[src/rtl/game_tick_scheduler_pkg.sv]
// Shared definitions for the game tick scheduler: FSM state encodings,
// default strobe periods and the test-mode period scaling rule.
package game_tick_scheduler_pkg;

    localparam logic [1:0] ST_IDLE    = 2'd0;
    localparam logic [1:0] ST_RUN     = 2'd1;
    localparam logic [1:0] ST_PAUSED  = 2'd2;
    localparam logic [1:0] ST_EXPIRED = 2'd3;

    localparam int unsigned DEF_PIX_PERIOD  = 4;
    localparam int unsigned DEF_SEG_PERIOD  = 200000;
    localparam int unsigned DEF_SEC_PERIOD  = 100000000;
    localparam int unsigned DEF_CHAR_PERIOD = 25000000;
    localparam int unsigned DEF_TEST_SCALE  = 1000;
    localparam int unsigned DEF_TIME_W      = 8;
    localparam int unsigned DEF_START_SECS  = 99;

    // Floored division, never below one cycle.
    function automatic int unsigned scaled_period(input int unsigned period,
                                                  input int unsigned scale);
        int unsigned q;
        q = (scale == 0) ? period : period / scale;
        return (q == 0) ? 1 : q;
    endfunction

endpackage

[src/rtl/game_tick_scheduler_tick_gen.sv]
// Clock-enable strobe generator: counts 0..P-1 while enabled and emits a
// registered one-cycle tick after the terminal count, wrapping on the same edge.
module tick_gen
    import game_tick_scheduler_pkg::*;
#(
    parameter int unsigned PERIOD     = 4,
    parameter int unsigned TEST_SCALE = 1
) (
    input  logic clk_i,
    input  logic rst_i,
    input  logic en_i,
    input  logic clr_i,
    input  logic test_mode_i,
    output logic tick_o
);

    localparam int unsigned P_NORM = (PERIOD == 0) ? 1 : PERIOD;
    localparam int unsigned P_TEST = scaled_period(P_NORM, TEST_SCALE);
    localparam int unsigned CNT_W  = $clog2(P_NORM + 1);

    localparam logic [CNT_W-1:0] LAST_NORM = CNT_W'(P_NORM - 1);
    localparam logic [CNT_W-1:0] LAST_TEST = CNT_W'(P_TEST - 1);

    logic [CNT_W-1:0] cnt_q, cnt_d;
    logic [CNT_W-1:0] last;
    logic             tick_q, tick_d;

    // ">=" so a count left above a freshly shrunk period still terminates.
    always_comb begin
        last   = test_mode_i ? LAST_TEST : LAST_NORM;
        cnt_d  = cnt_q;
        tick_d = 1'b0;
        if (clr_i) begin
            cnt_d = '0;
        end else if (en_i) begin
            if (cnt_q >= last) begin
                cnt_d  = '0;
                tick_d = 1'b1;
            end else begin
                cnt_d = cnt_q + 1'b1;
            end
        end
    end

    always_ff @(posedge clk_i) begin
        if (!rst_i) begin
            cnt_q  <= '0;
            tick_q <= 1'b0;
        end else begin
            cnt_q  <= cnt_d;
            tick_q <= tick_d;
        end
    end

    assign tick_o = tick_q;

endmodule

[src/rtl/game_tick_scheduler.sv]
// Game timing controller: free-running pixel/scan strobes, RUN-gated second and
// character-move strobes, and the IDLE/RUN/PAUSED/EXPIRED round-timer FSM.
module game_tick_scheduler
    import game_tick_scheduler_pkg::*;
#(
    parameter int unsigned PIX_PERIOD  = DEF_PIX_PERIOD,
    parameter int unsigned SEG_PERIOD  = DEF_SEG_PERIOD,
    parameter int unsigned SEC_PERIOD  = DEF_SEC_PERIOD,
    parameter int unsigned CHAR_PERIOD = DEF_CHAR_PERIOD,
    parameter int unsigned TEST_SCALE  = DEF_TEST_SCALE,
    parameter int unsigned TIME_W      = DEF_TIME_W,
    parameter int unsigned START_SECS  = DEF_START_SECS
) (
    input  logic              clk_i,
    input  logic              rst_i,
    input  logic              test_mode_i,
    input  logic              start_i,
    input  logic              pause_i,
    output logic              pix_en_o,
    output logic              seg_en_o,
    output logic              sec_en_o,
    output logic              char_en_o,
    output logic [TIME_W-1:0] secs_left_o,
    output logic [1:0]        state_o,
    output logic              expired_o
);

    if (START_SECS == 0) begin : g_bad_start_secs
        $error("game_tick_scheduler: START_SECS must be non-zero");
    end
    if (START_SECS >= (64'd1 << TIME_W)) begin : g_bad_time_w
        $error("game_tick_scheduler: START_SECS does not fit in TIME_W bits");
    end

    localparam logic [TIME_W-1:0] START_VAL = TIME_W'(START_SECS);

    logic [1:0]        state_q, state_d;
    logic [TIME_W-1:0] secs_q, secs_d;
    logic              run;
    logic              sec_tick, char_tick;

    assign run = (state_q == ST_RUN);

    tick_gen #(.PERIOD(PIX_PERIOD), .TEST_SCALE(1)) u_pix (
        .clk_i(clk_i), .rst_i(rst_i), .en_i(1'b1), .clr_i(1'b0),
        .test_mode_i(test_mode_i), .tick_o(pix_en_o)
    );

    tick_gen #(.PERIOD(SEG_PERIOD), .TEST_SCALE(TEST_SCALE)) u_seg (
        .clk_i(clk_i), .rst_i(rst_i), .en_i(1'b1), .clr_i(1'b0),
        .test_mode_i(test_mode_i), .tick_o(seg_en_o)
    );

    tick_gen #(.PERIOD(SEC_PERIOD), .TEST_SCALE(TEST_SCALE)) u_sec (
        .clk_i(clk_i), .rst_i(rst_i), .en_i(run), .clr_i(start_i),
        .test_mode_i(test_mode_i), .tick_o(sec_tick)
    );

    tick_gen #(.PERIOD(CHAR_PERIOD), .TEST_SCALE(TEST_SCALE)) u_char (
        .clk_i(clk_i), .rst_i(rst_i), .en_i(run), .clr_i(start_i),
        .test_mode_i(test_mode_i), .tick_o(char_tick)
    );

    // start outranks everything; a pause coinciding with a non-final second
    // tick still takes the decrement.
    always_comb begin
        state_d = state_q;
        secs_d  = secs_q;
        if (start_i) begin
            state_d = ST_RUN;
            secs_d  = START_VAL;
        end else begin
            case (state_q)
                ST_RUN: begin
                    if (sec_tick) begin
                        if (secs_q <= TIME_W'(1)) begin
                            state_d = ST_EXPIRED;
                            secs_d  = '0;
                        end else begin
                            secs_d = secs_q - TIME_W'(1);
                            if (pause_i) state_d = ST_PAUSED;
                        end
                    end else if (pause_i) begin
                        state_d = ST_PAUSED;
                    end
                end
                ST_PAUSED: begin
                    if (pause_i) state_d = ST_RUN;
                end
                default: begin
                end
            endcase
        end
    end

    always_ff @(posedge clk_i) begin
        if (!rst_i) begin
            state_q <= ST_IDLE;
            secs_q  <= '0;
        end else begin
            state_q <= state_d;
            secs_q  <= secs_d;
        end
    end

    assign sec_en_o    = sec_tick;
    assign char_en_o   = char_tick;
    assign secs_left_o = secs_q;
    assign state_o     = state_q;
    assign expired_o   = (state_q == ST_EXPIRED);

endmodule

[config.mk]
export PLATFORM = sky130hd
export DESIGN_NAME = game_tick_scheduler
export DESIGN_NICKNAME = d
export VERILOG_FILES = /design/src/rtl/game_tick_scheduler_pkg.sv /design/src/rtl/game_tick_scheduler_tick_gen.sv /design/src/rtl/game_tick_scheduler.sv
export SDC_FILE = /design/constraint.sdc
export NUM_CORES = 1
export LEC_CHECK = 0
export CORE_MARGIN = 2
export CORE_UTILIZATION = 45
export DETAILED_ROUTE_END_ITERATION = 8
export GPL_TIMING_DRIVEN = 0
export PLACE_DENSITY = 0.62
export SYNTH_ARGS = -nofsm -noshare
export SYNTH_HDL_FRONTEND = slang
export SYNTH_SLANG_ARGS = --single-unit
[constraint.sdc]
create_clock -name clk_i -period 3.4 [get_ports clk_i]
set_clock_uncertainty 0.2 [all_clocks]
set_input_delay 1.02 -clock clk_i [delete_from_list [all_inputs] [get_ports clk_i]]
set_output_delay 1.02 -clock clk_i [all_outputs]
set_load 0.03 [all_outputs]
Word-level counts from Yosys, hierarchy flattened
Cells that the tools add are included.
{"block": "op_classes", "addsub": 5, "n_mul": 0, "div_mod_pow": 0, "n_lt_le_gt_ge": 5, "eq_ne": 5, "n_shift": 0, "mux": 19, "bitwise_logic": 2, "reduce_logical": 12}
{"op": "$mux 27", "n": 2}
{"op": "$mux 25", "n": 2}
{"op": "$add 27x1->27 const B", "n": 1}
{"op": "$ge 27x27->1", "n": 1}
{"op": "$add 25x1->25 const B", "n": 1}
{"op": "$ge 25x25->1", "n": 1}
{"op": "$mux 7", "n": 3}
{"op": "$add 18x1->18 const B", "n": 1}
{"op": "$ge 18x18->1", "n": 1}
{"op": "$mux 18", "n": 1}
{"op": "$le 8x1->1 const B", "n": 1}
{"op": "$mux 2", "n": 4}
{"op": "$mux 8", "n": 1}
{"op": "$reduce_and 2->1", "n": 4}
{"op": "$sub 8x1->8 const B", "n": 1}
{"op": "$reduce_bool 2->1", "n": 3}
{"op": "$reduce_or 2->1", "n": 3}
{"op": "$mux 1", "n": 5}
{"op": "$eq 2x2->1 const B", "n": 2}
{"op": "$pmux 2 s2", "n": 1}
{"op": "$add 3x1->3 const B", "n": 1}
{"op": "$ge 3x2->1 const B", "n": 1}
{"op": "$ne 3x3->1 const B", "n": 1}
{"op": "$reduce_bool 3->1", "n": 1}
{"op": "other kinds (4)", "n": 5}
{"block": "totals", "reg_bits": 87, "latchBits": 0, "ram_bits": 0, "mem_bits_ro": 0, "word_cells": 60, "n_memories": 0}

Logic depth before layout (Yosys ltp)
{"block": "logic_depth", "word_depth": 5, "depth_mapped": 8, "mapped_depth_nobuf": 7}

By module
A second synthesis with hierarchy kept.
{"block": "hier_totals", "cells_unflattened": 582, "hier_area_um2": 5386.4}
{"mod": "tick_gen (u_char)", "instances": 1, "cells_each": 188, "area_each_um2": 1761.7, "seq_area_each_um2": 520.5}
{"mod": "tick_gen (u_sec)", "instances": 1, "cells_each": 186, "area_each_um2": 1645.3, "seq_area_each_um2": 560.5}
{"mod": "tick_gen (u_seg)", "instances": 1, "cells_each": 122, "area_each_um2": 1207.4, "seq_area_each_um2": 380.4}
{"mod": "game_tick_scheduler", "instances": 1, "cells_each": 68, "area_each_um2": 578.1, "seq_area_each_um2": 200.2}
{"mod": "tick_gen (u_pix)", "instances": 1, "cells_each": 18, "area_each_um2": 193.9, "seq_area_each_um2": 80.1}

Worst setup path after synthesis
No wires, ideal clock.
{"block": "synth_path", "kind": "in2reg", "startpoint": "input test_mode_i", "endpoint": "register u_sec.cnt_q[17]", "setup_ps": 133, "arrival_ps": 2512, "setup_slack_ps": 555, "stages": 8, "n_path_buf": 1, "path_cell_list": "inv_1 ha_1 nand4b_1 nor4b_4 o311ai_4 a31oi_4 buf_6 nor3_1"}
{"block": "synth_between", "elab_chain_cells": 3}
{"element": "start, declared", "line": "game_tick_scheduler.sv:16", "source": "input logic test_mode_i,"}
{"element": "$mux 27", "line": "game_tick_scheduler_tick_gen.sv:30", "source": "last = test_mode_i ? LAST_TEST : LAST_NORM;"}
{"element": "$ge 27x27->1", "line": "game_tick_scheduler_tick_gen.sv:36", "source": "if (cnt_q >= last) begin"}
{"element": "$mux 27", "line": "game_tick_scheduler_tick_gen.sv:36"}
{"element": "end signal, assigned", "line": "game_tick_scheduler_tick_gen.sv:50", "source": "cnt_q <= cnt_d;"}
{"element": "end, declared", "line": "game_tick_scheduler_tick_gen.sv:24", "source": "logic [CNT_W-1:0] cnt_q, cnt_d;"}
Every way passes these cells.
A chain may end at the register's enable or synchronous reset.

Final worst setup path
{"block": "layout_path", "startpoint": "input test_mode_i", "endpoint": "register u_char.cnt_q[21]"}
{"block": "layout_between", "elab_chain_cells": 3}
{"element": "$mux 25", "line": "game_tick_scheduler_tick_gen.sv:30"}
{"element": "$ge 25x25->1", "line": "game_tick_scheduler_tick_gen.sv:36"}
{"element": "$mux 25", "line": "game_tick_scheduler_tick_gen.sv:36"}
{"element": "end signal, assigned", "line": "game_tick_scheduler_tick_gen.sv:50"}
{"element": "end, declared", "line": "game_tick_scheduler_tick_gen.sv:24"}
Every way passes these cells.

==> flow_metrics.py <==
metrics = {
    "floorplanning": {
        "dieWidth_um": 109,
        "rows": 38,
        "coreArea_um2": 10800,
        "io_pins": 20,
        "start_util_pct": 46.1,
        "dieArea_um2": 12000,
        "die_h_um": 109,
    },
    "worst_hold_path": {
        "min_to": "u_pix.cnt_q[0]",
        "min_from": "u_pix.cnt_q[2]",
        "min-delay-path-class": "flip-flop to flip-flop",
        "whs_path_depth": 1,
    },
    "placed_design": {
        "gp_congestion": 0.839,
        "hpwl_mm": 7.65,
        "pre_cts_ws_ps": -1790,
        "place.port_buffers": 19,
        "placed_area_um2": 5360,
        "placedCellCount": 723,
    },
    "synthesis": {
        "synth-edff-count": 0,
        "yosysUniqueCellTypes": 59,
        "netlist_area_um2": 5000,
        "yosys_warnings": 0,
        "synth_fp_nets": 612,
        "synth-async-reset-ratio_pct": 0,
        "synthCells": 564,
        "syn_avg_cell_area_um2": 8.86,
        "ys_seq_area_share_pct": 34.9,
        "ys_ff_latch": 87,
        "ys.flop_type": "dfxtp_1",
    },
    "global_routing": {
        "grt_pass1_vias": 3929,
        "overflow": 0,
        "grt_first_pass_wirelength_mm": 18.2,
        "grt_max_degree": 32,
        "antenna_found_initial": 0,
        "grt_usage_pct": 19.2,
    },
    "clock_network": {
        "cts_num_sinks": 87,
        "cts_tree": "done",
        "clock_latency_ps": 380,
        "clock_path_buffers": 2,
        "postCtsHoldBufs": 0,
        "clockRootBuffer": "clkbuf_8",
        "cts_made_buffers": 9,
        "clkSlewWorstSetupHoldPaths_ps": 90,
        "htreeDepth": 3,
    },
    "worst_setup_path": {
        "critical_path_class": "input port to flip-flop",
        "cp.required_ps": 3440,
        "end_kind": "flip-flop",
        "cp.arrival_ps": 3200,
        "r2r_cells": 7,
        "reg2reg_setup_slack_ps": 800,
        "critPathMaxFanout": 31,
        "crit_path_start_kind": "input port",
        "timing.rr.start": "u_sec.cnt_q[22]",
        "r2r_end": "u_sec.cnt_q[16]",
    },
    "power_and_ir_drop": {
        "swShare_pct": 26.0,
        "ir_drop_mv": 0.293,
        "power.internal_mw": 1.40,
        "p_switching_mw": 0.494,
        "clockPowerShare_pct": 36.5,
        "seqPwrFrac_pct": 55.6,
        "pwr-share-comb_pct": 7.9,
        "totalPowerFinal_mw": 1.90,
        "p_leak_nw": 2.03,
        "p_per_area_nw_per_um2": 340,
    },
    "layout": {
        "antenna_cells": 0,
        "area_growth_pct": 11.7,
        "nets": 643,
        "layout.cells.non_filler": 740,
        "layout_common_cells": "dfxtp_1, nor3_1, nor2_1",
        "drive_gt1_share_pct": 7.67,
        "final_common_cell": "dfxtp_1",
        "fin_area_um2": 5580,
    },
    "timing": {
        "setup_ws_ps": 241,
        "hold_viol": 0,
        "tightestPinTransition_ps": 868,
        "finalMaxSlewViolations": 0,
        "max_freq_ghz": 0.317,
        "fin_crit_sh_pct": 92.9,
        "slew_headroom_pct": 42.1,
        "rsz0062_at_grt": "false",
        "finalSetupViolCount": 0,
        "fin_crit_ps": 3160,
    },
    "route": {
        "ant_nets": 0,
        "post_drt_wl_per_cell_um": 14.4,
        "drt_iter0_drc": 179,
        "viasPerCell": 5.59,
        "wl_mm": 10.7,
        "dr.pass1.iters": 4,
        "vias": 4138,
        "drc_errors": 0,
    },
    "flow_run": {
        "max-cap-violations": 0,
    },
    "outcome": {
        "status": "completed",
    },
}
[worst max-delay path by stage]
| stage | startpoint | endpoint | slack, ps |
|---|---|---|---|
| floorplan | test_mode_i | u_sec.cnt_q[17] | 550 |
| global placement | test_mode_i | u_char.cnt_q[22] | -1640 |
| detailed placement | test_mode_i | u_char.cnt_q[7] | -1790 |
| CTS | test_mode_i | u_sec.cnt_q[16] | 90 |
| global route | test_mode_i | u_char.cnt_q[21] | 50 |
| finish | test_mode_i | u_char.cnt_q[21] | 240 |
[per-layer routing]
layer  vias to the layer above  part of all wire [%]  track usage [%]
met4                         0                   1.7             8.05
li1                       2117                     -                -
met5                         -                     0                0
met3                        13                   2.9             3.14
met2                        57                    46             30.6
met1                      1951                    50             25.8
[synthesized netlist by cell type (all sizes together), types with 4 or more instances]
cell type,number,area (um2)
a31oi,4,40.0
clkbuf,10,37.5
a211o,4,35.0
and3,15,95.1
a21oi,20,100
nor4,15,106
o2111ai,5,61.3
nand4,22,144
inv,14,52.6
nand2,39,146
nor2b,13,81.3
xor2,29,254
ha,43,538
nor3,58,300
nor2,46,173
o21a,6,45.0
and4,6,52.6
dfxtp,87,1740
nand3,32,160
nand4b,6,52.6
buf,8,58.8
xnor2,34,298
and2,6,37.5
[power groups by stage]
stage          clock network (mW)  logic [mW]  registers [mW]
6_report                    0.692       0.149            1.05
5_1_grt                     0.752       0.171            1.06
4_1_cts                     0.714       0.150            1.05
3_5_place_dp                    0       0.149            1.08
3_3_place_gp                    0       0.144            1.08
2_1_floorplan                   0      0.0843            1.09
[what timing repair did]
| item | CTS | global route |
|---|---|---|
| setup endpoints to repair | 73 | 38 |
| pin swaps | 0 | 1 |
| resized for setup | 7 | 3 |
| setup buffers | 0 | 1 |
| hold endpoints to repair | 0 | 0 |
[cell type report]
class	instances	area [um2]
Fill cell	1023	5260
Multi-Input combinational cell	445	3130
Sequential cell	87	1740
Timing Repair Buffer	20	199
Tap cell	140	175
Clock buffer	12	155
Buffer	18	96.3
Inverter	14	52.6
Clock inverter	4	30.0
[through the flow]
| step | hold slack [ps] | utilization [%] | setup TNS, ps |
|---|---|---|---|
| 6_report | 273 | 51.5 | 0 |
| 5_1_grt | 307 | 51.5 | 0 |
| 4_1_cts | 275 | 51.2 | 0 |
| 3_5_place_dp | 251 | 49.5 | -112640 |
| 3_3_place_gp | 228 | 49.5 | -104260 |
| 2_1_floorplan | 222 | - | 0 |
[kinds of logic after synthesis]
| kind of cell | Yosys count | share of synthesized area, % |
|---|---|---|
| and+or+nand+nor | 276 | 30.2 |
| DFF | 87 | 34.9 |
| xor gates and xnor gates | 63 | 11.0 |
| AOI/OAI and AO/OA | 62 | 9.92 |
| adders and majority gates | 43 | 10.8 |
| buffers and inverters | 32 | 2.98 |
| muxes | 1 | 0.225 |
[registers in the layout (all words and copies together), names as in the netlist, 2 cells and up]
register and count:
secs_left_o 8, state_o 2, u_char.cnt_q 25, u_pix.cnt_q 3, u_sec.cnt_q 27, u_seg.cnt_q 18
[worst max-delay path, stage by stage]
cell and delay [ps]:
buf_6 250, inv_1 230, ha_1 370, nand4b_1 150
nor3_1 380, o311ai_4 170, a31oi_1 240, buf_2 270
nor3_1 90
No activity file was read; power rests on OpenSTA's default activity.
